**src/rtl/row_col_dec_pkg.sv**
```systemverilog
// Shared DCO selector definitions: default widths, array size derivation and
// err_code bit positions used by the row/column decoder.
package row_col_dec_pkg;

    localparam int unsigned ROW_W_DEF     = 4;
    localparam int unsigned WORD_W_DEF    = 2 * ROW_W_DEF;
    localparam int unsigned ERR_CNT_W_DEF = 8;

    localparam int unsigned ERR_CODE_W = 3;
    localparam int unsigned ERR_RALL   = 0;
    localparam int unsigned ERR_ROW    = 1;
    localparam int unsigned ERR_COL    = 2;

    typedef enum logic {
        FillLsb = 1'b0,
        FillMsb = 1'b1
    } fill_e;

    function automatic int unsigned size_of(input int unsigned row_w);
        return 32'd1 << row_w;
    endfunction

endpackage

```
**src/rtl/row_col_dec_therm_ones_cnt.sv**
```systemverilog
// Combinational thermometer analyser: counts the fill run or the population of
// active bits and flags whether the active bits form one run from the fill end.
module row_col_dec_therm_ones_cnt import row_col_dec_pkg::*; #(
    parameter int unsigned SIZE        = 16,
    parameter int unsigned CNT_W       = 5,
    parameter bit          COUNT_ZEROS = 1'b0,
    parameter bit          COUNT_RUN   = 1'b0
) (
    input  logic [SIZE-1:0]  vec,
    input  fill_e            fill,
    output logic [CNT_W-1:0] cnt,
    output logic             contig,
    output logic             full
);

    logic [SIZE-1:0]  act;
    logic [CNT_W-1:0] run;
    logic [CNT_W-1:0] pop;
    logic             stop;

    assign act = COUNT_ZEROS ? ~vec : vec;

    // run stops at the first inactive bit seen from the fill end
    always_comb begin
        run  = '0;
        pop  = '0;
        stop = 1'b0;
        for (int i = 0; i < SIZE; i++) begin
            if (act[i]) begin
                pop = pop + CNT_W'(1);
            end
            if (!stop && ((fill == FillMsb) ? act[SIZE-1-i] : act[i])) begin
                run = run + CNT_W'(1);
            end else begin
                stop = 1'b1;
            end
        end
    end

    assign contig = (run == pop);
    assign full   = &act;
    assign cnt    = COUNT_RUN ? run : pop;

endmodule

```
**src/rtl/row_col_dec.sv**
```systemverilog
// Rebuilds the DCO tuning word from the r_all/row/col capacitor selectors through
// a two-stage pipeline, flags illegal encodings and counts them (saturating).
module row_col_dec import row_col_dec_pkg::*; #(
    parameter int unsigned WORD_W    = WORD_W_DEF,
    parameter int unsigned ROW_W     = ROW_W_DEF,
    parameter int unsigned ERR_CNT_W = ERR_CNT_W_DEF
) (
    input  logic                            clk,
    input  logic                            rst,
    input  logic                            en,
    input  logic                            in_valid,
    input  logic [size_of(ROW_W)-1:0]       r_all,
    input  logic [size_of(ROW_W)-1:0]       row,
    input  logic [size_of(ROW_W)-1:0]       col,
    input  logic                            err_clr,
    output logic [WORD_W-1:0]               word_out,
    output logic                            out_valid,
    output logic                            err,
    output logic [ERR_CODE_W-1:0]           err_code,
    output logic [ERR_CNT_W-1:0]            err_cnt
);

    localparam int unsigned SIZE  = size_of(ROW_W);
    localparam int unsigned CNT_W = ROW_W + 1;

    logic [SIZE-1:0] rall_q, row_q, col_q;
    logic            v1_q;

    always_ff @(posedge clk or negedge rst) begin
        if (!rst) begin
            rall_q <= '0;
            row_q  <= '0;
            col_q  <= '0;
            v1_q   <= 1'b0;
        end else if (en) begin
            v1_q <= in_valid;
            if (in_valid) begin
                rall_q <= r_all;
                row_q  <= row;
                col_q  <= col;
            end
        end
    end

    logic [CNT_W-1:0] n_full, c_full;
    logic             rall_contig, rall_full, col_contig, col_full;
    fill_e            col_fill;

    // r_all is active-low: its zeros form the run from bit 0
    row_col_dec_therm_ones_cnt #(
        .SIZE        (SIZE),
        .CNT_W       (CNT_W),
        .COUNT_ZEROS (1'b1),
        .COUNT_RUN   (1'b1)
    ) u_rall_cnt (
        .vec    (rall_q),
        .fill   (FillLsb),
        .cnt    (n_full),
        .contig (rall_contig),
        .full   (rall_full)
    );

    // serpentine: odd rows fill the column from the top
    assign col_fill = n_full[0] ? FillMsb : FillLsb;

    row_col_dec_therm_ones_cnt #(
        .SIZE        (SIZE),
        .CNT_W       (CNT_W),
        .COUNT_ZEROS (1'b0),
        .COUNT_RUN   (1'b0)
    ) u_col_cnt (
        .vec    (col_q),
        .fill   (col_fill),
        .cnt    (c_full),
        .contig (col_contig),
        .full   (col_full)
    );

    logic [SIZE-1:0]       row_exp;
    logic                  rall_ok, row_ok, col_ok;
    logic [ERR_CODE_W-1:0] err_code_d;
    logic                  err_d;
    logic [WORD_W-1:0]     word_d;

    always_comb begin
        row_exp = {{(SIZE-1){1'b0}}, 1'b1} << n_full;
        rall_ok = rall_contig && !rall_full;
        row_ok  = !rall_full && (row_q == row_exp);
        col_ok  = col_contig && !col_full;

        err_code_d           = '0;
        err_code_d[ERR_RALL] = v1_q && !rall_ok;
        err_code_d[ERR_ROW]  = v1_q && !row_ok;
        err_code_d[ERR_COL]  = v1_q && !col_ok;
        err_d                = |err_code_d;

        word_d = '0;
        if (v1_q && !err_d) begin
            word_d = WORD_W'({n_full[ROW_W-1:0], c_full[ROW_W-1:0]});
        end
    end

    always_ff @(posedge clk or negedge rst) begin
        if (!rst) begin
            word_out  <= '0;
            out_valid <= 1'b0;
            err       <= 1'b0;
            err_code  <= '0;
        end else if (en) begin
            word_out  <= word_d;
            out_valid <= v1_q;
            err       <= err_d;
            err_code  <= err_code_d;
        end
    end

    // err_clr wins over a coincident increment and ignores en
    always_ff @(posedge clk or negedge rst) begin
        if (!rst) begin
            err_cnt <= '0;
        end else if (err_clr) begin
            err_cnt <= '0;
        end else if (en && err_d && (err_cnt != {ERR_CNT_W{1'b1}})) begin
            err_cnt <= err_cnt + ERR_CNT_W'(1);
        end
    end

endmodule

```
**config.mk**
```make
export PLATFORM = sky130hd
export DESIGN_NAME = row_col_dec
export DESIGN_NICKNAME = d
export VERILOG_FILES = /design/src/rtl/row_col_dec_pkg.sv /design/src/rtl/row_col_dec_therm_ones_cnt.sv /design/src/rtl/row_col_dec.sv
export SDC_FILE = /design/constraint.sdc
export NUM_CORES = 1
export LEC_CHECK = 0
export CORE_MARGIN = 3
export CORE_UTILIZATION = 55
export DETAILED_ROUTE_END_ITERATION = 10
export PLACE_DENSITY_LB_ADDON = 0.3
export SLEW_MARGIN = 10
export SYNTH_ARGS = -nofsm -noshare
export SYNTH_HDL_FRONTEND = slang
export SYNTH_SLANG_ARGS = --single-unit
```
**constraint.sdc**
```tcl
create_clock -name clk -period 28.3 [get_ports clk]
set_input_delay 7.075 -clock clk [delete_from_list [all_inputs] [get_ports clk]]
set_output_delay 7.075 -clock clk [all_outputs]
set_load 0.03 [all_outputs]
```
# Word level (Yosys, flattened, before mapping)
# Index checks and enable logic that the tools add are counted.
[op_classes] addsub=60 n_reduce_logical=78 n_mux=113 n_bitwise=1 shift=1 eq_ne=4
[op_table] op="2-to-1 mux 5 bit" count=60
[op_table] op="adder 5 x 1 -> 5 bit (second input constant)" count=59
[op_table] op="2-to-1 mux 1 bit" count=50
[op_table] op="logical AND 1 bit" count=39
[op_table] op="logical NOT 1 bit" count=34
[op_table] op="AND reduction 16 bit" count=2
[op_table] op="2-to-1 mux 8 bit" count=3
[op_table] op="equality test 16 bit" count=1
[op_table] op="NOT 16 bit" count=1
[op_table] op="left shift 1 x 5 -> 16 bit (first input constant)" count=1
[op_table] op="equality test 5 bit" count=2
[op_table] op="adder 8 x 1 -> 8 bit (second input constant)" count=1
[op_table] op="inequality test 8 bit (second input constant)" count=1
[op_table] op="OR reduction 3 bit" count=1
[op_table] op="AND reduction 2 bit" count=1
[op_table] op="nonzero test 2 bit" count=1
[word_totals] elab_cells=266 regBits=70 inputBits=53 output_inout_bits=21

# Logic depth before layout (Yosys ltp)
# Gate-level depths: netlist (run 1).
[logic_depth] ltp_word=100 ltp_mapped=61 ltp_nobuf=56

# Modules after synthesis
# Synthesis (run 1) repeated with hierarchy kept, for this count alone.
[hier_totals] cells_unflattened=1222 hier_area_um2=10037.1
[by_module_without_submodules] module="row_col_dec_therm_ones_cnt at u_col_cnt" area_each_um2=3484.6 seq_area_each_um2=0.0 instances=1 cells_per_inst=502
[by_module_without_submodules] module="row_col_dec" area_each_um2=3370.7 seq_area_each_um2=1751.7 instances=1 cells_per_inst=283
[by_module_without_submodules] module="row_col_dec_therm_ones_cnt at u_rall_cnt" area_each_um2=3181.8 seq_area_each_um2=0.0 instances=1 cells_per_inst=437

# Worst setup path before layout (run 1)
# No wires, ideal clock.
[synth_timing] kind="reg-to-reg" from="register rall_q[0]" to="register err_cnt[7]" path_buffers=5 path_stages_with_launch=62 setup_slack_ns=16.269 period_less_slack_ns=12.031 t_required_ns=28.173 arrival_time_ns=11.904 setup_ns=0.127 path_cell_list="dfrtp_1 > inv_1 > ha_1 > clkbuf_1 > nor2b_1 > a22oi_1 > a21oi_1 > or3_1 > clkbuf_1 > o21ai_1 > buf_2 > clkbuf_1 > clkbuf_1 > mux2i_1 > ha_1 > o21a_1 > ha_1 > nand2_1 > [26 not listed] > a31oi_1 > ha_1 > nand2_1 > nand3_1 > ha_1 > mux2_2 > ha_1 > and3_1 > a41o_1 > a22o_1 > mux2i_1 > xnor2_1 > mux2i_1 > xor2_1 > nand3_2 > nor4_4 > or4_1 > mux2_1"
[synth_via] elab_chain_cells=99 word_cells_on_any_way=216 cone_classes="44 x add/sub; 3 x eq/ne; 1 x shift; 94 x mux; 1 x bitwise; 73 x reduce/logical"
[synth_rtl] item="start: declaration" line_no="row_col_dec.sv:26" rtl="logic [SIZE-1:0] rall_q, row_q, col_q;"
[synth_rtl] item="start signal: assignment" line_no="row_col_dec.sv:38" rtl="rall_q <= r_all;"
[synth_rtl] item="NOT 16 bit *" line_no="row_col_dec_therm_ones_cnt.sv:21" rtl="assign act = COUNT_ZEROS ? ~vec : vec;"
[synth_rtl] item="parallel branches: the longest is 94 deep, another holds adder 5 x 1 -> 5 bit"
[synth_rtl] item="OR reduction 3 bit *" line_no="row_col_dec.sv:95" rtl="err_d = |err_code_d;"
[synth_rtl] item="logical AND 1 bit * (2 in a row)" line_no="row_col_dec.sv:123" rtl="end else if (en && err_d && (err_cnt != {ERR_CNT_W{1'b1}})) begin"
[synth_rtl] item="nonzero test 2 bit (no line) *"
[synth_rtl] item="end signal: assignment" line_no="row_col_dec.sv:124" rtl="err_cnt <= err_cnt + ERR_CNT_W'(1);"
[synth_rtl] item="end: declaration" line_no="row_col_dec.sv:20" rtl="output logic [ERR_CNT_W-1:0] err_cnt"
# Mark *: on every way between the ends.
# A chain may end at the register's enable or synchronous reset.

# Worst setup path after layout (run 1)
# Same ends and word-level chain as after synthesis.

==> flow_metrics.env, run 1 <==
export IMPL_crit_path_end_kind="register"
export IMPL_io_buffer_count=73
export IMPL_postCtsHoldBufs=0
export IMPL_drive_gt1_share_pct=8.58
export IMPL_cpMostUsedCell="ha_1"
export IMPL_finalCritPeriodShare_pct=47.2
export IMPL_die_w_um=144
export IMPL_hold_viol_final=0
export IMPL_cts_tree="yes"
export IMPL_synth_cell_types=92
export IMPL_yosys_most_used_dff="dfrtp_1"
export IMPL_synth_top_area_share_pct=16.8
export IMPL_yosys_top_cells_area="dfrtp_1 17%, xnor2_1 8.5%, ha_1 7.1%, mux2_2 6.2%, nand2_1 5.0%"
export IMPL_num_io_pins=74
export IMPL_globalplace_congestion=0.915
export IMPL_clockBufferDepth=2
export IMPL_fin_util_pct=63.0
export IMPL_syn_nets=1403
export IMPL_synth_edf_count=0
export IMPL_synth_area_leader_cell="dfrtp_1"
export IMPL_ys_seq_area_share_pct=16.8
export IMPL_required_ns=28.54
export IMPL_cts_root_buf="clkbuf_16"
export IMPL_critical_path_max_fanout=32
export IMPL_slowest_stage="nor2_1"
export IMPL_crit_type="register to register"
export IMPL_p_int_mw=0.763
export IMPL_fin_area_um2=11500
export IMPL_ys_ff_latch=70
export IMPL_worst_slew_pin_slew_ns=1.07
export IMPL_finalSetupViolations=0
export IMPL_power_total_mw=1.56
export IMPL_antenna_found_initial=0
export IMPL_placedInstanceArea_um2=11200
export IMPL_yosysMostFrequentCell="nand2_1"
export IMPL_p_per_area_nw_per_um2=136
export IMPL_clkSlewWorstSetupHoldPaths_ns=0.06
export IMPL_period_minus_slack_ns=13.36
export IMPL_cts_made_buffers=9
export IMPL_fp_row_count=49
export IMPL_async_flop_share_pct=100
export IMPL_max_freq_mhz=74.8
export IMPL_switching_share_pct=51.1
export IMPL_peakVddDrop_uv=144
export IMPL_postCtsResizedCells=0
export IMPL_cp_arrival_ns=13.60
export IMPL_setup_tns_ns=0
export IMPL_fp_dieH_um=144
export IMPL_ff2ff_setup_slack_ns=14.94
export IMPL_htreeDepth=3
export IMPL_cts_sinks=70
export IMPL_p_sw_mw=0.798
export IMPL_clkPwrFrac_pct=8.1
export IMPL_final_max_slew_violation_count=0
export IMPL_area_growth_pct=10.5
export IMPL_postSynthAreaPerCell_um2=8.06
export IMPL_comb_power_share_pct=82.7
export IMPL_dp_hpwl_um=20500
export IMPL_grt_pass1_vias=9122
export IMPL_crit_path_start_kind="register"
export IMPL_syn_inst=1291
export IMPL_wl_um=26600
export IMPL_min_path_type="register to register"
export IMPL_p_leak_nw=4.54
export IMPL_rsz0062_at_grt="no"
export IMPL_dr_first_iter_drc_count=673
export IMPL_synth_common_cells="138 x nand2_1, 101 x xnor2_1, 97 x nor2_1"
export IMPL_grt_pass1_wl_um=43900
export IMPL_grt_max_degree=71
export IMPL_p_seq_share_pct=9.2
export IMPL_n_antenna_cell=0
export IMPL_post_drt_via_cell_ratio=6.23
export IMPL_max_slew_margin_pct=28.3
export IMPL_initial_core_util_pct=57.0
export IMPL_post_cts_setup_buffer_count=0
export IMPL_grt_total_usage_pct=25.6
export IMPL_outcome="completed"
export IMPL_skew_ns=0.00912
export IMPL_wl_per_cell_um=17.2
export IMPL_via_count=9630
export IMPL_dr_pass1_iters=7
export IMPL_yosysWarnings=0
export IMPL_drcViolationCount=0
export IMPL_die_area_um2=20600
export IMPL_max_stage_delay_ns=0.69
export IMPL_maxCapViolCount=0
export IMPL_syn_area_um2=10400
export IMPL_grt_remaining_overflow=0
export IMPL_final_nets=1425
export IMPL_clk_insertion_delay_late_ns=0.36
export IMPL_ant_nets=0
export IMPL_core_area_um2=18300
==> stage by stage <==
stage	setup slack, ns	hold slack (ns)	std cells
finish	14.94	0.494	1546
floorplan	16.27	0.500	1291
global route	13.92	0.526	1546
global placement	15.17	0.479	1531
CTS	15.02	0.499	1546
detailed placement	15.13	0.481	1531
==> final timing paths <==
path                        startpoint     endpoint  cells past startpoint
max in group asynchronous          rst     col_q[2]                      1
max reg2reg                  rall_q[0]   err_cnt[7]                     57
min reg2reg                err_code[1]  err_code[1]                      1
max                          rall_q[0]   err_cnt[7]                     57
min in group asynchronous          rst     row_q[6]                      1
min                        err_code[1]  err_code[1]                      1
==> layer usage <==
| metal | global-route usage (%) | wire length (µm) | vias up |
|---|---|---|---|
| met2 | 44.4 | 13100 | 263 |
| li1 | - | - | 4744 |
| met5 | 0 | 0 | - |
| met4 | 7.73 | 591 | 0 |
| met3 | 3.26 | 1140 | 51 |
| met1 | 33.4 | 11800 | 4572 |
==> sequential cells by signal (all words and copies together) (netlist names) <==
name       cells
col_q         16
rall_q        16
row_q         16
err_cnt        8
word_out       8
err_code       3
err            1
out_valid      1
v1_q           1
==> layout by cell type, fill, tap and decap left out, types with 13 or more instances in the layout <==
cell,synthesis,routed
a21oi_1,37,37
a31oi_1,14,14
and2_1,17,17
clkdlybuf4s50_1,0,72
dfrtp_1,70,70
ha_1,59,59
inv_1,44,44
mux2_2,57,57
mux2i_1,47,47
nand2_1,138,137
nand2b_1,32,32
nand3_1,54,54
nand4_1,20,20
nor2_1,97,97
nor2b_1,29,29
nor3_1,34,34
nor3b_1,13,13
o211ai_1,14,14
o21a_1,13,13
o21ai_0,53,53
or3_1,15,15
xnor2_1,101,101
xor2_1,32,32
==> worst max-delay path: cells and delay by family (launching register included) <==
family                   cells  cell delay, ns
AO/OA/AOI/OAI               13            2.44
buffers and inverters        3            0.62
AND/OR/NAND/NOR             19            3.86
multiplexers                 6            1.44
flip-flops                   1            0.41
adder cells (fa/ha/maj)     14            4.12
XOR/XNOR                     2            0.33
==> kinds of logic after synthesis <==
family          Yosys count  share of synthesized area [%]
simple gates            529                           26.7
xor+xnor                158                           16.5
buf+inv                 110                           4.12
mux                     113                           11.9
flops                    70                           16.8
compound gates          248                           16.5
fa+ha+maj                63                           7.48
==> area by class of cell <==
class / instances / area (µm²)
fillers: 1643 / 6770
well taps: 229 / 287
repair buffers: 76 / 751
flip-flops and latches: 70 / 1750
clock inverters: 6 / 87.6
clock buffers: 9 / 225
multi-input cells: 1111 / 8230
inverters: 45 / 169
==> power by group through the flow <==
stage | sequential [mW] | clock, mW | combinational [mW]
after detailed placement | 0.145 | 0 | 1.28
final | 0.144 | 0.127 | 1.29
after global placement | 0.144 | 0 | 1.25
after CTS | 0.143 | 0.128 | 1.29
after floorplan | 0.127 | 0 | 1.07
after global routing | 0.147 | 0.132 | 1.44
(Power assumes the default switching activity.)
==> run 2: changes to the inputs <==
Clock period 28.3 ns to 13.9 ns, I/O delays scaled along.
==> flow_metrics.env, run 2 (synthesized netlist as in run 1, its figures left out) <==
export IMPL_fin_area_um2=11500
export IMPL_num_io_pins=74
export IMPL_die_w_um=144
export IMPL_dr_pass1_iters=5
export IMPL_finalCritPeriodShare_pct=92.7
export IMPL_p_int_mw=1.54
export IMPL_clk_insertion_delay_late_ns=0.35
export IMPL_wl_per_cell_um=16.9
export IMPL_final_max_slew_violation_count=0
export IMPL_grt_max_degree=71
export IMPL_crit_path_end_kind="register"
export IMPL_fp_dieH_um=144
export IMPL_cpMostUsedCell="ha_1"
export IMPL_cts_root_buf="clkbuf_16"
export IMPL_clkPwrFrac_pct=7.8
export IMPL_cts_tree="yes"
export IMPL_antenna_found_initial=0
export IMPL_post_drt_via_cell_ratio=6.22
export IMPL_path_buf_inv=2
export IMPL_cp_arrival_ns=13.12
export IMPL_crit_type="register to register"
export IMPL_dr_first_iter_drc_count=765
export IMPL_clockBufferDepth=2
export IMPL_hold_viol_final=0
export IMPL_final_cell_mix="137 x nand2_1, 101 x xnor2_1, 97 x nor2_1"
export IMPL_wl_um=26200
export IMPL_critical_path_top_delay_family="adder cells"
export IMPL_place_inst=1533
export IMPL_crit_path_start_kind="register"
export IMPL_maxCapViolCount=0
export IMPL_clkSlewWorstSetupHoldPaths_ns=0.06
export IMPL_htreeDepth=3
export IMPL_placedInstanceArea_um2=11200
export IMPL_p_leak_nw=4.56
export IMPL_reg_largest_list="col_q: 16 flops, rall_q: 16 flops, row_q: 16 flops"
export IMPL_grt_pass1_vias=8908
export IMPL_switching_share_pct=51.5
export IMPL_initial_core_util_pct=57.0
export IMPL_grt_remaining_overflow=0
export IMPL_fp_row_count=49
export IMPL_required_ns=14.13
export IMPL_grt_pass1_wl_um=43100
export IMPL_finalNonFillerCells=1552
export IMPL_ant_nets=0
export IMPL_finalSetupViolations=0
export IMPL_critical_path_max_fanout=32
export IMPL_outcome="completed"
export IMPL_power_total_mw=3.19
export IMPL_die_area_um2=20600
export IMPL_core_area_um2=18300
export IMPL_final_nets=1430
export IMPL_p_seq_share_pct=9.1
export IMPL_max_slew_margin_pct=29.5
export IMPL_p_per_area_nw_per_um2=276
export IMPL_peakVddDrop_uv=302
export IMPL_worst_slew_pin_slew_ns=1.05
export IMPL_drcViolationCount=0
export IMPL_globalplace_congestion=0.942
export IMPL_postCtsHoldBufs=0
export IMPL_grt_total_usage_pct=25.2
export IMPL_skew_ns=0.0102
export IMPL_via_count=9655
export IMPL_n_antenna_cell=0
export IMPL_io_buffer_count=73
export IMPL_period_minus_slack_ns=12.89
export IMPL_cts_made_buffers=9
export IMPL_cts_sinks=70
export IMPL_dp_hpwl_um=20000
export IMPL_max_freq_mhz=77.6
export IMPL_drive_gt1_share_pct=8.99
export IMPL_comb_power_share_pct=83.0
export IMPL_area_growth_pct=10.9
export IMPL_slowest_stage="or4_1"
export IMPL_p_sw_mw=1.64
export IMPL_min_path_type="register to register"
export IMPL_layout_commonest_cell="nand2_1"
export IMPL_whs_ns=0.490
export IMPL_max_stage_delay_ns=0.71
-- run 2: stage by stage --
| stage | utilization, % | setup TNS, ns | setup slack (ns) |
|---|---|---|---|
| floorplan | - | 0 | 1.87 |
| detailed placement | 61.3 | 0 | 0.990 |
| finish | 63.2 | 0 | 1.01 |
| global placement | 61.3 | 0 | 1.21 |
| global route | 63.2 | -0.0197 | -0.0150 |
| CTS | 63.0 | 0 | 0.966 |
-- run 2: path summary, 6_finish.rpt --
| path | startpoint | endpoint | slack (ns) | cells after the start |
|---|---|---|---|---|
| min in group asynchronous | rst | row_q[14] | 3.25 | 1 |
| worst max register to register | rall_q[11] | err_cnt[7] | 1.01 | 55 |
| worst max-delay path | rall_q[11] | err_cnt[7] | 1.01 | 55 |
| max in group asynchronous | rst | rall_q[7] | 10.03 | 1 |
| worst min register to register | err_code[1] | err_code[1] | 0.49 | 1 |
| worst min-delay path | err_code[1] | err_code[1] | 0.49 | 1 |
-- run 2: area by class of cell --
class / count / area (µm²)
Multi-Input combinational cell: 1111 / 8240
Fill cell: 1603 / 6730
Sequential cell: 70 / 1750
Timing Repair Buffer: 81 / 788
Tap cell: 229 / 287
Clock buffer: 10 / 239
Inverter: 45 / 169
Clock inverter: 6 / 68.8
-- run 2: what timing repair did --
action                                 CTS  global route
resized for setup                        0             1
endpoints found under the hold margin    0             0
setup endpoints to repair                0            12
setup buffers                            0             3
-- run 2: metal layers --
metal,vias to the layer above,track usage (%),wire length (µm),share of wire (%)
li1,4749,-,-,-
met1,4602,34.1,12000,46
met2,261,42.4,12600,48
met3,43,3.03,1090,4.1
met4,0,7.68,557,2.1
met5,-,0,0,0
-- run 2: worst register-to-register path, delay by kind of cell, from the launching register on --
family,cells,cell delay (ns)
buffers and inverters,2,0.37
multiplexers,6,1.42
XOR/XNOR,2,0.32
AO/OA/AOI/OAI,14,2.85
flip-flops,1,0.63
AND/OR/NAND/NOR,18,3.28
adder cells (fa/ha/maj),13,3.90
-- run 2: power by group through the flow --
stage / Combinational, mW / Clock (mW) / Sequential [mW]
floorplan: 2.17 / 0 / 0.259
global placement: 2.54 / 0 / 0.291
detailed placement: 2.62 / 0 / 0.293
CTS: 2.64 / 0.255 / 0.289
global route: 2.96 / 0.262 / 0.298
finish: 2.65 / 0.249 / 0.291
==> edit 1, RTL diff (settings of run 1) <==
Set the parameter `COUNT_ZEROS` to 1'b0 (it was 1'b1).
--- a/src/rtl/row_col_dec.sv
+++ b/src/rtl/row_col_dec.sv
@@ -50,7 +50,7 @@
     row_col_dec_therm_ones_cnt #(
         .SIZE        (SIZE),
         .CNT_W       (CNT_W),
-        .COUNT_ZEROS (1'b1),
+        .COUNT_ZEROS (1'b0),
         .COUNT_RUN   (1'b1)
     ) u_rall_cnt (
         .vec    (rall_q),
Function: changed (a bounded check fails within 4 cycles, from zero or initial values and one cycle with rst low).
==> edit 1 against run 1 <==
- synthesized area rose by 2.3%
- sequential share of layout area fell by 0.37 points
- routed wire length fell by 0.95%
- global-route usage fell by 1.2 points
- worst setup slack improved by 0.42 ns
- highest routed layer unchanged
- sequential cell count did not move
- cell area rose by 2.5%
- count of clock-buffer cells in the layout rose by 1
Power is left out: the tool's default activity adds up to more than one toggle a clock period on the data nets, which glitch-free logic cannot reach.
==> edit 1: results (changes against run 1) <==
total via count in the routed design=9796 (+1.7%); global-route wire length before repair=44200 microns (+0.74%); number of warnings printed during yosys synthesis=0 (unchanged); Yosys top cell by area=sky130_fd_sc_hd__dfrtp_1; Total Wirelength=26400 microns (-0.95%); worst min path class=reg -> reg; ys async rst share=100% (unchanged); antenna cells=0 (unchanged); maximum number of buffers from clock root to sink=2 (unchanged); worst clock skew=0.0186 ns (+0.00948 ns); total of cells resized after clock tree synthesis=0 (unchanged); cts bufs inserted=9 (unchanged); pre-CTS setup slack=15.61 ns (+0.480 ns); vias in the first global route=9051 (-0.78%); antenna violations before repair=0 (unchanged); sequential cell area fraction in the yosys report=16.5% (-0.38 points); largest stage delay on the critical path=0.59 ns (-0.10 ns); global-route total usage across every layer=24.4% (-1.2 points); syn_nets=1426 (+1.6%); layout cell share with drive strength beyond 1=12.2% (+3.6 points); Post-synth top cells=sky130_fd_sc_hd__nand2_1, sky130_fd_sc_hd__xnor2_1, sky130_fd_sc_hd__nor2_1, sky130_fd_sc_hd__dfrtp_1, sky130_fd_sc_hd__mux2_2; outcome=finished, final reports clean; Final Max Tran Viols=0 (unchanged); root buffer cell=sky130_fd_sc_hd__clkbuf_16; clock edge transition at the registers on the reported setup and hold paths=0.06 ns (about the same); starting DRC count in detailed routing=652 (-3.1%); detailed-placement wirelength estimate=19800 microns (-3.4%); leading cell types by total area after synthesis=sky130_fd_sc_hd__dfrtp_1, sky130_fd_sc_hd__mux2_2, sky130_fd_sc_hd__ha_1; htree depth=3 (unchanged); maximum number of pins on one net before global-route repair=71 (unchanged); number of different library cells in the post-synthesis netlist=109 (+18%); count of TritonRoute iterations in the first routing pass=7 (unchanged); number of fill cells in the layout=1674 (+1.9%); worst endpoint data arrival time=13.17 ns (-0.43 ns); Net count, final=1451 (+1.8%); worst slew margin relative to its limit=39.0% (+11 points); Placer Congestion=0.921 (+0.67%); library cell contributing the largest single delay on the critical path=sky130_fd_sc_hd__xnor2_1; insertion delay to the later sink of the worst-skew pair=0.37 ns; registers with the most flip-flops=col_q: 16 flops, rall_q: 16 flops, row_q: 16 flops; worst-path fanout max=16 (-50%); IO buf count=73 (unchanged); number of buffers added for setup after CTS=0 (unchanged)
edit 1: critical path: cells and delay by family, from the launching register on:
kind | cells | cell delay (ns)
buf+inv | 1 | 0.11
compound gates | 12 | 3.39
fa+ha+maj | 14 | 4.55
xor+xnor | 3 | 0.95
flops | 1 | 0.40
simple gates | 14 | 1.81
mux | 7 | 1.60
edit 1: per-layer routing:
metal  vias to the layer above  global-route usage (%)  part of all wire, %
met2                       303                    38.9                   45
met3                        33                    4.87                  6.5
met5                         -                       0                    0
met4                         0                    5.08                  1.3
met1                      4622                    34.6                   47
li1                       4838                       -                    -
edit 1: final timing paths:
check | end | cells after the start | start | slack [ns]
worst max-delay path | err_cnt[1]$_DFFE_PN0P_ | 51 | rall_q[0]$_DFFE_PN0P_ | 15.36
worst min-delay path | out_valid$_DFFE_PN0P_ | 2 | out_valid$_DFFE_PN0P_ | 0.52
worst max register to register | err_cnt[1]$_DFFE_PN0P_ | 51 | rall_q[0]$_DFFE_PN0P_ | 15.36
worst min register to register | out_valid$_DFFE_PN0P_ | 2 | out_valid$_DFFE_PN0P_ | 0.52
max in group asynchronous | rall_q[3]$_DFFE_PN0P_ | 1 | rst | 20.85
min in group asynchronous | rall_q[10]$_DFFE_PN0P_ | 1 | rst | 6.84
edit 1: cells by family after synthesis:
kind of cell,after synthesis,share of synthesized area [%]
compound gates,290,19.1
xor+xnor,167,17.9
fa+ha+maj,61,7.13
buf+inv,132,5.07
flops,70,16.5
mux,100,10.4
simple gates,494,24.0
edit 1: through the flow:
step / area [sq um] / cells / hold slack (ns) / util [%]
5_1_grt: 11800 / 1604 / 0.548 / 62.6
6_report: 11800 / 1604 / 0.517 / 62.6
2_1_floorplan: 10600 / 1314 / 0.495 / -
4_1_cts: 11800 / 1604 / 0.526 / 62.6
3_3_place_gp: 11500 / 1588 / 0.509 / 60.9
3_5_place_dp: 11500 / 1588 / 0.518 / 60.9
edit 1: final cells by class:
class,instances,area share (%)
clock inverter,6,0.796
timing repair buffer,82,6.75
sequential,70,14.9
clock buffer,10,1.94
multi-input combinational,1112,70.9
inverter,64,2.04
tap,260,2.76
==> edit 2, RTL diff (config.mk and constraints of run 1) <==
Made on the original files. Register the output `err_code` once more; this adds one clock of latency there. The other outputs are not delayed to match.
--- a/src/rtl/row_col_dec.sv
+++ b/src/rtl/row_col_dec.sv
@@ -22,6 +22,8 @@
 
     localparam int unsigned SIZE  = size_of(ROW_W);
     localparam int unsigned CNT_W = ROW_W + 1;
+
+    logic [ERR_CODE_W-1:0] err_code_s0;
 
     logic [SIZE-1:0] rall_q, row_q, col_q;
     logic            v1_q;
@@ -105,12 +107,12 @@
             word_out  <= '0;
             out_valid <= 1'b0;
             err       <= 1'b0;
-            err_code  <= '0;
+            err_code_s0 <= '0;
         end else if (en) begin
             word_out  <= word_d;
             out_valid <= v1_q;
             err       <= err_d;
-            err_code  <= err_code_d;
+            err_code_s0 <= err_code_d;
         end
     end
 
@@ -125,5 +127,9 @@
         end
     end
 
+    always_ff @(posedge clk) begin
+        err_code <= err_code_s0;
+    end
+
 endmodule
 
Formal check against the unedited RTL: not equivalent (Yosys sat finds a counterexample within 4 cycles, from zero or initial values and one cycle with rst low).
==> edit 2 against run 1 <==
- final cell count grew 0.65%
- worst setup slack lost 0.84 ns
- power grew 6.4%
- cell area grew 1.2%
- routed wire length grew 6.1%
- synthesized cell count grew 0.54%
- combinational power grew 7%
- hold slack lost 0.12 ns
- sequential cell count grew 3
- synthesized area grew 1.3%
- global-route usage grew 2.0 points
- critical path type unchanged
- critical endpoint is now err_cnt[1]$_DFFE_PN0P_
- largest cell class unchanged
- highest routed layer unchanged
==> edit 2: results (changes against run 1) <==
syn_nets=1410 (+0.50%); worst min path class=reg -> reg; registers with the most flip-flops=col_q: 16 flops, rall_q: 16 flops, row_q: 16 flops; global-route total usage across every layer=27.6% (+2.0 points); antenna cells=0 (unchanged); Worst Hold Depth=0 (-1); library cell contributing the largest single delay on the critical path=sky130_fd_sc_hd__nor4b_2; Post-synth top cells=sky130_fd_sc_hd__nand2_1, sky130_fd_sc_hd__xnor2_1, sky130_fd_sc_hd__nor2_1, sky130_fd_sc_hd__mux2_2, sky130_fd_sc_hd__dfrtp_1; number of warnings printed during yosys synthesis=0 (unchanged); worst endpoint data arrival time=14.48 ns (+0.88 ns); IO buf count=73 (unchanged); starting DRC count in detailed routing=907 (+35%); leading cell types by total area after synthesis=sky130_fd_sc_hd__dfrtp_1, sky130_fd_sc_hd__xnor2_1, sky130_fd_sc_hd__mux2_2; worst hold slack across all endpoints=0.373 ns (-0.121 ns); number of cells traversed by the worst register-to-register path=52 (-8.8%); number of buffers added for setup after CTS=0 (unchanged); largest delay contributor family on the critical path=compound AO/OA/AOI/OAI gates; htree depth=3 (unchanged); antenna violations before repair=0 (unchanged); global-route wire length before repair=47300 microns (+7.9%); Placer Congestion=0.945 (+3.3%); Reg2Reg Setup Slack=14.10 ns (-0.84 ns); largest stage delay on the critical path=0.90 ns (+0.21 ns); total of cells resized after clock tree synthesis=0 (unchanged); vias in the first global route=9507 (+4.2%); maximum number of buffers from clock root to sink=2 (unchanged); sequential cell area fraction in the yosys report=17.2% (+0.36 points); clock edge transition at the registers on the reported setup and hold paths=0.07 ns; root buffer cell=sky130_fd_sc_hd__clkbuf_16; reported leakage power=4.52 nW (-0.41%); insertion delay to the later sink of the worst-skew pair=0.36 ns (about the same); number of different library cells in the post-synthesis netlist=92 (unchanged); Worst IR Drop VDD=0.154 mV (+6.7%); detailed-placement wirelength estimate=21000 microns (+2.0%); maximum number of pins on one net before global-route repair=71 (unchanged); placed insts=1540 (+0.59%); count of TritonRoute iterations in the first routing pass=9 (+2); layout cell share with drive strength beyond 1=10.2% (+1.7 points); cts bufs inserted=9 (unchanged); Net count, final=1434 (+0.63%); worst-path fanout max=19 (-41%); actual slew at the worst max-slew pin=1.20 ns (+0.136 ns); ys async rst share=95.9% (-4.1 points); worst clock skew=0.0130 ns (+0.00388 ns); Total Wirelength=28300 microns (+6.1%); synthesized area per cell=8.12 sq um (+0.73%); outcome=finished, final reports clean; fin cells=1556 (+0.65%); Vias per Instance=6.43 (+3.2%)
[edit 2: cell count changes in the layout (fill, tap and decap cells not counted), sizes merged, moves of 7 or more]
cell    before  now
a21oi       37   53
xor2        33   43
nand2      138  112
mux2        64   78
nor3        34   52
mux2i       49   38
o21ai       61   49
nand2b      32   20
nand3       56   46
nor2        97   90
o31a         1   10
[edit 2: stage by stage]
stage          setup WS, ns  instance area (sq um)  util [%]
2_1_floorplan         15.61                  10500         -
3_3_place_gp          14.49                  11300      61.6
3_5_place_dp          14.33                  11300      61.6
4_1_cts               14.19                  11600      63.3
5_1_grt               12.91                  11600      63.3
6_report              14.10                  11600      63.3
[edit 2: kinds of logic after synthesis]
| logic type | Yosys count | share of synthesized area [%] |
|---|---|---|
| buffers and inverters | 111 | 4.12 |
| xor gates and xnor gates | 161 | 15.4 |
| DFF | 73 | 17.2 |
| and+or+nand+nor | 494 | 24.7 |
| AOI/OAI and AO/OA | 280 | 19.2 |
| adders and majority gates | 63 | 7.40 |
| muxes | 116 | 12.0 |
[edit 2: report_power, final]
group          internal [W]  switching (W)  total, W
Sequential         0.000118      0.0000335  0.000152
Clock             0.0000702      0.0000572  0.000127
Combinational      0.000609       0.000774   0.00138
Total              0.000797       0.000864   0.00166
[edit 2: path summary, 6_finish.rpt]
kind | startpoint | end
max in group asynchronous | rst | word_out[0]$_DFFE_PN0P_
min reg2reg | err_code_s0[0]$_DFFE_PN0P_ | err_code[0]$_DFF_P_
max reg2reg | rall_q[0]$_DFFE_PN0P_ | err_cnt[1]$_DFFE_PN0P_
max | rall_q[0]$_DFFE_PN0P_ | err_cnt[1]$_DFFE_PN0P_
min | err_code_s0[0]$_DFFE_PN0P_ | err_code[0]$_DFF_P_
min in group asynchronous | rst | row_q[11]$_DFFE_PN0P_
[edit 2: area by class of cell]
| class | instances | area (sq um) |
|---|---|---|
| Clock buffer | 9 | 225 |
| Clock inverter | 7 | 83.8 |
| Fill cell | 1609 | 6750 |
| Inverter | 47 | 179 |
| Multi-Input combinational cell | 1114 | 8300 |
| Sequential cell | 73 | 1810 |
| Tap cell | 229 | 287 |
| Timing Repair Buffer | 77 | 758 |
[edit 2: worst reg2reg max path, delay by kind of cell, from the launching register on]
kind | cells | cell delay [ns]
multiplexers | 5 | 0.83
flip-flops | 1 | 0.43
buffers and inverters | 2 | 0.22
AND/OR/NAND/NOR | 9 | 2.26
XOR/XNOR | 1 | 0.14
AO/OA/AOI/OAI | 21 | 5.67
adder cells (fa/ha/maj) | 14 | 4.57
[edit 2: metal layers]
metal / up-vias / global-route usage (%) / share of wire [%]
met5: - / 0 / 0
met4: 0 / 7.51 / 2.0
met3: 49 / 4.37 / 6.4
met2: 343 / 44.6 / 45
met1: 4752 / 38.3 / 46
li1: 4855 / - / -
